<file path="src/rtl/moving_average_pow2.sv">
// moving_average_pow2
//   Running-sum boxcar filter over the last N = 2^win_sel unsigned samples.
//   N is selectable at runtime up to D = 2^MAX_LOG2_WIN. The window sum is
//   kept incrementally: each new sample is added and the sample that falls
//   out of the window (read from a circular history buffer) is subtracted.
//   The divide by N is a right shift, with optional round-half-up.
//
// Ports
//   clk        : system clock, all logic on rising edge
//   rst_n      : synchronous reset, active low
//   ena        : 0 ignores strobes and freezes the strobe history
//   win_sel    : log2 of the window; values above MAX_LOG2_WIN clamp
//   strobe_in  : sample strobe (rising-edge level or 1-cycle pulse, per STROBE_EDGE)
//   data_in    : sample, captured on the edge where the strobe is detected
//   data_out   : filtered result (registered)
//   strobe_out : 1-cycle pulse when data_out has been updated
//   filled     : 1 once N samples have been accumulated since reset/flush
module moving_average_pow2 #(
  parameter int DATA_W       = 10,
  parameter int MAX_LOG2_WIN = 5,
  parameter int ROUND        = 1,
  parameter int STROBE_EDGE  = 1
) (
  input  logic                                  clk,
  input  logic                                  rst_n,
  input  logic                                  ena,
  input  logic [$clog2(MAX_LOG2_WIN+1)-1:0]     win_sel,
  input  logic                                  strobe_in,
  input  logic [DATA_W-1:0]                     data_in,
  output logic [DATA_W-1:0]                     data_out,
  output logic                                  strobe_out,
  output logic                                  filled
);

  localparam int D     = 1 << MAX_LOG2_WIN;
  localparam int WS_W  = $clog2(MAX_LOG2_WIN + 1);
  localparam int PTR_W = MAX_LOG2_WIN;
  localparam int CNT_W = MAX_LOG2_WIN + 1;
  localparam int SUM_W = DATA_W + MAX_LOG2_WIN;

  // Divide the window sum by 2^win. With rounding enabled, half an LSB of
  // the result (N/2) is added first. sum + N/2 < N * 2^DATA_W, so the
  // shifted result always fits in DATA_W bits.
  function automatic logic [DATA_W-1:0] div_round(input logic [SUM_W-1:0] s,
                                                  input logic [WS_W-1:0]  win);
    logic [SUM_W:0] one;
    logic [SUM_W:0] half;
    logic [SUM_W:0] t;
    one  = (SUM_W+1)'(1);
    half = (one << win) >> 1;
    if (ROUND == 0) half = '0;
    t = {1'b0, s} + half;
    t = t >> win;
    return t[DATA_W-1:0];
  endfunction

  logic                  strobe_q;
  logic                  hit;
  logic [WS_W-1:0]       win_q;
  logic [WS_W-1:0]       win_clamp;
  logic                  flush;
  logic [CNT_W-1:0]      n_win;

  logic [DATA_W-1:0]     x_p0;
  logic                  vld_p0;

  logic [DATA_W-1:0]     buf_mem [D];
  logic [PTR_W-1:0]      wr_ptr;
  logic [PTR_W-1:0]      rd_idx;
  logic [DATA_W-1:0]     old_p1;
  logic [SUM_W-1:0]      sum_p1;
  logic [SUM_W-1:0]      sum_next;
  logic [CNT_W-1:0]      fill_cnt_p1;
  logic                  vld_p1;

  always_comb begin
    hit = (STROBE_EDGE != 0) ? (strobe_in & ~strobe_q & ena) : (strobe_in & ena);
  end

  always_comb begin
    win_clamp = (win_sel > WS_W'(MAX_LOG2_WIN)) ? WS_W'(MAX_LOG2_WIN) : win_sel;
    flush     = (win_clamp != win_q);
    n_win     = CNT_W'(1) << win_q;
  end

  // Oldest sample of the window sits N slots behind the write pointer. For
  // N = D this is the slot being overwritten this cycle; the array is read
  // before the write lands, so the old value is seen. Until N samples have
  // been seen the missing samples count as zero.
  always_comb begin
    rd_idx   = wr_ptr - n_win[PTR_W-1:0];
    old_p1   = (fill_cnt_p1 >= n_win) ? buf_mem[rd_idx] : '0;
    sum_next = sum_p1 + SUM_W'(x_p0) - SUM_W'(old_p1);
  end

  always_ff @(posedge clk) begin
    if (!rst_n) begin
      strobe_q <= 1'b0;
    end else if (ena) begin
      strobe_q <= strobe_in;
    end
  end

  // ---- stage p0: capture sample ----
  always_ff @(posedge clk) begin
    if (!rst_n) vld_p0 <= 1'b0;
    else        vld_p0 <= hit;
  end

  always_ff @(posedge clk) begin
    if (hit) x_p0 <= data_in;
  end

  // ---- stage p1: update history buffer and running sum ----
  always_ff @(posedge clk) begin
    if (vld_p0) buf_mem[wr_ptr] <= x_p0;
  end

  always_ff @(posedge clk) begin
    if (!rst_n) begin
      sum_p1      <= '0;
      fill_cnt_p1 <= '0;
      wr_ptr      <= '0;
      vld_p1      <= 1'b0;
      win_q       <= '0;
    end else begin
      win_q  <= win_clamp;
      vld_p1 <= vld_p0;
      if (vld_p0) wr_ptr <= wr_ptr + PTR_W'(1);
      if (flush) begin
        // Window changed: restart accumulation; a sample in flight becomes
        // the first sample of the new window.
        sum_p1      <= vld_p0 ? SUM_W'(x_p0) : '0;
        fill_cnt_p1 <= vld_p0 ? CNT_W'(1) : '0;
      end else if (vld_p0) begin
        sum_p1 <= sum_next;
        if (fill_cnt_p1 != CNT_W'(D)) fill_cnt_p1 <= fill_cnt_p1 + CNT_W'(1);
      end
    end
  end

  // ---- stage p2: divide and present result ----
  always_ff @(posedge clk) begin
    if (!rst_n) begin
      data_out   <= '0;
      strobe_out <= 1'b0;
      filled     <= 1'b0;
    end else begin
      strobe_out <= vld_p1;
      if (vld_p1) begin
        data_out <= div_round(sum_p1, win_q);
        filled   <= (fill_cnt_p1 >= n_win);
      end
      if (flush) filled <= 1'b0;
    end
  end

endmodule

</file>
<file path="config.mk">
export PLATFORM = sky130hd
export DESIGN_NAME = moving_average_pow2
export DESIGN_NICKNAME = d
export VERILOG_FILES = /design/src/rtl/moving_average_pow2.sv
export SDC_FILE = /design/constraint.sdc
export NUM_CORES = 1
export LEC_CHECK = 0
export BUFFER_PORTS_ARGS = -buffer_cell sky130_fd_sc_hd__buf_2
export CORE_MARGIN = 2
export CORE_UTILIZATION = 57
export DETAILED_ROUTE_END_ITERATION = 12
export HOLD_SLACK_MARGIN = 0.1
export PLACE_DENSITY = 0.73
export REMOVE_ABC_BUFFERS = 1
export SETUP_SLACK_MARGIN = 0.2
export SYNTH_ARGS = -nofsm -noshare
export SYNTH_HDL_FRONTEND = slang
export SYNTH_SLANG_ARGS = --single-unit
</file>
<file path="constraint.sdc">
create_clock -name clk -period 6.8 [get_ports clk]
set_input_delay 0.34 -clock clk [delete_from_list [all_inputs] [get_ports clk]]
set_output_delay 0.34 -clock clk [all_outputs]
set_load 0.05 [all_outputs]
</file>
==> impl_metrics.py <==
metrics = {
    "routing": {
        "drtIter0Drc": 924,
        "firstDrtPassIters": 6,
        "drt-total-wl_mm": 36.5,
        "wl_per_cell_um": 23.1,
        "vias": 9707,
        "vias_per_cell": 6.14,
        "drcViolationCount": 0,
        "antenna_left": 0,
    },
    "floorplan": {
        "start_util_pct": 57.8,
        "die_h_um": 177,
        "core_um2": 29600,
        "dieWidth_um": 177,
        "die-area_um2": 31400,
        "num_rows": 63,
        "pin_count": 29,
    },
    "logic_synthesis": {
        "ys.flop_type": "edfxtp_1",
        "synthArstFlopShare_pct": 0,
        "ys_warn_count": 0,
        "synth_xor_area_share_pct": 1.74,
        "synth.area.mux_share_pct": 14.5,
        "synth-simple-area-share_pct": 6.78,
        "synth_cell_type_count": 72,
        "synth_top_family_by_area": "multiplexers",
        "avgSynthCellArea_um2": 15.5,
        "synth_top_area_share_pct": 58.0,
        "synth_compound_area_share_pct": 6.39,
        "syn_inst": 1103,
        "synth-seq-cells": 374,
        "synthesis.area_um2": 17100,
        "synth_top_cell_by_area": "edfxtp_1",
        "yosys-top-cells-area": "edfxtp_1, mux4_2, dfxtp_1, ha_1, mux2i_1",
        "ys_seq_area_share_pct": 63.2,
        "synthTopCellsByCount": "edfxtp_1, mux4_2, inv_1",
        "synthAdderAreaFrac_pct": 4.34,
        "synth_edf_count": 330,
        "yosysMostFrequentCell": "edfxtp_1",
    },
    "grt": {
        "grt_overflow": 0,
        "antenna_found_initial": 0,
        "grt_max_degree": 80,
        "grt_usage_pct": 23.8,
        "first_global_vias": 9362,
        "grt_pass1_wl_mm": 55.8,
    },
    "timing": {
        "layout_min_cycle_time_ns": 5.75,
        "rsz0062_at_grt": "no",
        "fin_ws_ns": 1.05,
        "drv_slew": 0,
        "finalHoldViolations": 0,
        "skew_ns": 0.0219,
        "timing.final.crit_share_pct": 84.5,
        "setup_viol": 0,
        "tightest_slew_ns": 1.18,
        "finalSetupTns_ns": 0,
        "slew-limit-headroom_pct": 21.6,
        "timing.fmax_mhz": 174,
    },
    "power_and_ir_drop": {
        "pwr-share-clk_pct": 37.2,
        "p_per_area_nw_per_um2": 274,
        "irDropWorstVdd_v": 0.000268,
        "internal_power_mw": 3.94,
        "p_seq_share_pct": 48.0,
        "p_leak_nw": 6.57,
        "p_switching_mw": 1.29,
        "p_comb_share_pct": 14.8,
        "p_sw_share_pct": 24.7,
    },
    "setup_path": {
        "critPathTopFamily": "adder cells",
        "start_kind": "flop",
        "r2r_start": "win_q[1]$_SDFF_PN0_",
        "critPathArrivalTime_ns": 6.16,
        "cpMaxStageDelayCell": "fa_4",
        "crit_required_ns": 7.21,
        "max_stage_delay_ns": 0.94,
        "crit_top_cell": "inv_1",
        "path_max_fanout": 36,
        "startpoint": "win_q[1]$_SDFF_PN0_",
        "critPathKind": "reg2reg",
        "crit_chain": "or3_1, inv_1, fa_4, buf_12, mux4_2, mux2_2, o211ai_1, o221ai_1, fa_1, inv_1, ha_1, a21o_1, a21oi_1, nand3_1, a22oi_1, a21boi_0, or4_1, o311ai_0",
        "crit_path_end_kind": "flop",
        "crit_buf_inv": 3,
    },
    "clock_network": {
        "clkTransAtPathRegs_ns": 0.06,
        "cts_tree": "yes",
        "root_buffer": "clkbuf_16",
        "cts.path.max_buffers": 3,
        "h-tree-depth": 2,
        "cts.sinks": 374,
        "post_cts_buffers": 0,
        "cts_resized": 0,
        "cts_buffers": 39,
        "insertion_delay_ns": 0.53,
    },
    "place": {
        "pre_cts_ws_ns": 1.06,
        "hpwl_mm": 23.3,
        "place_area_um2": 17800,
        "gp_congestion": 0.880,
        "port_buffers": 28,
    },
    "finish": {
        "final_cell_area_um2": 19100,
        "nets": 1233,
        "area_delta_synth_final_pct": 11.8,
        "nFillCells": 2051,
        "seq_area_um2": 10800,
        "diodes": 0,
        "drive_above_1_share_pct": 19.7,
        "multi_input_area_um2": 5820,
    },
    "hold_path": {
        "hold_path.class": "in2reg",
        "min_from": "win_sel[1]",
    },
    "status": {
        "status": "finished, final reports clean",
    },
    "run": {
        "cap_viol_max_count": 0,
    },
}
==> area by class of cell <==
| cell class | instances | area share (%) |
|---|---|---|
| clock buffer | 52 | 5.52 |
| clock inverter | 15 | 0.537 |
| inverter | 63 | 1.24 |
| multi-input combinational | 606 | 30.5 |
| sequential | 374 | 56.5 |
| tap | 390 | 2.55 |
| timing repair buffer | 80 | 3.17 |
==> worst reg2reg max path, stage by stage (launching register included) <==
cell	delay, ns
dfxtp_1	0.50
or3_1	0.22
inv_1	0.09
fa_4	0.94
buf_12	0.28
mux4_2	0.36
mux2_2	0.28
o211ai_1	0.22
o221ai_1	0.21
fa_1	0.56
inv_1	0.04
ha_1	0.35
a21o_1	0.21
a21oi_1	0.24
nand3_1	0.11
a22oi_1	0.28
a21boi_0	0.18
or4_1	0.47
o311ai_0	0.09
==> stage by stage <==
step	total power [mW]	instances	hold slack, ns	util, %
after floorplan	3.12	1043	0.416	-
final	5.23	1580	0.122	64.6
after global placement	3.31	1498	0.427	60.2
after detailed placement	3.32	1498	0.444	60.2
after CTS	5.26	1580	0.109	64.6
after global routing	5.40	1580	0.131	64.6
==> state kept, by name, summed over array words and instances, names as in the netlist <==
register / cells
strobe_q: 1
vld_p1: 1
sum_p1: 15
win_q: 3
x_p0: 10
strobe_out: 1
data_out: 10
buf_mem: 320
wr_ptr: 5
vld_p0: 1
filled: 1
fill_cnt_p1: 6
==> per-layer routing <==
| layer | wire, µm | vias up | GRT usage (%) | part of all wire [%] |
|---|---|---|---|---|
| li1 | - | 4409 | - | - |
| met1 | 15500 | 4915 | 33.5 | 42 |
| met3 | 2110 | 59 | 3.31 | 5.8 |
| met5 | 0 | - | 0 | 0 |
| met4 | 983 | 0 | 7.23 | 2.7 |
| met2 | 18000 | 324 | 38.9 | 49 |
==> what timing repair did <==
| item | in CTS | in global routing |
|---|---|---|
| endpoints found under the setup margin | 0 | 0 |
| endpoints found under the hold margin | 14 | 0 |
| hold buffers | 15 | 0 |
==> final timing paths <==
path                              to  slack [ns]  depth (start not counted)
min reg2reg        vld_p0$_SDFF_PN0_        0.46                          1
max reg2reg  sum_p1[11]$_SDFFE_PN0P_        1.05                         18
max          sum_p1[11]$_SDFFE_PN0P_        1.05                         18
min              win_q[1]$_SDFF_PN0_        0.12                          2
==> power groups by stage <==
stage	Combinational, mW	Sequential (mW)	Clock (mW)
detailed placement	0.760	2.56	0
CTS	0.773	2.51	1.98
floorplan	0.548	2.58	0
finish	0.773	2.51	1.95
global placement	0.750	2.56	0
global route	0.834	2.51	2.06
==> kinds of logic (layout without fill, tap and decap cells) <==
family,Yosys count,count (layout)
AO/OA/AOI/OAI,152,152
XOR/XNOR,33,33
adder cells (fa/ha/maj),52,52
buffers and inverters,123,210
flip-flops,374,374
multiplexers,140,140
AND/OR/NAND/NOR,229,229
==> placed cells by master, fill, tap and decap left out, drive strengths merged, types with 5 or more instances in the layout <==
cell and count:
nand2b 7, nor3b 5, buf 65, nor2 63, mux2i 43, and3 9
nand3b 12, a211oi 6, edfxtp 330, nand2 54, o21a 5, fa 12
dlygate4sd3 15, xnor2 24, nand4 9, o21ai 23, o211ai 24, nand3 13
ha 40, a21oi 37, mux4 85, o221ai 9, or2 5, dfxtp 44
mux2 12, a21o 6, xor2 9, nor3 25, clkbuf 52, clkinv 9
inv 66, and2 6, nor2b 8
Power figures use the tool's default switching activity.
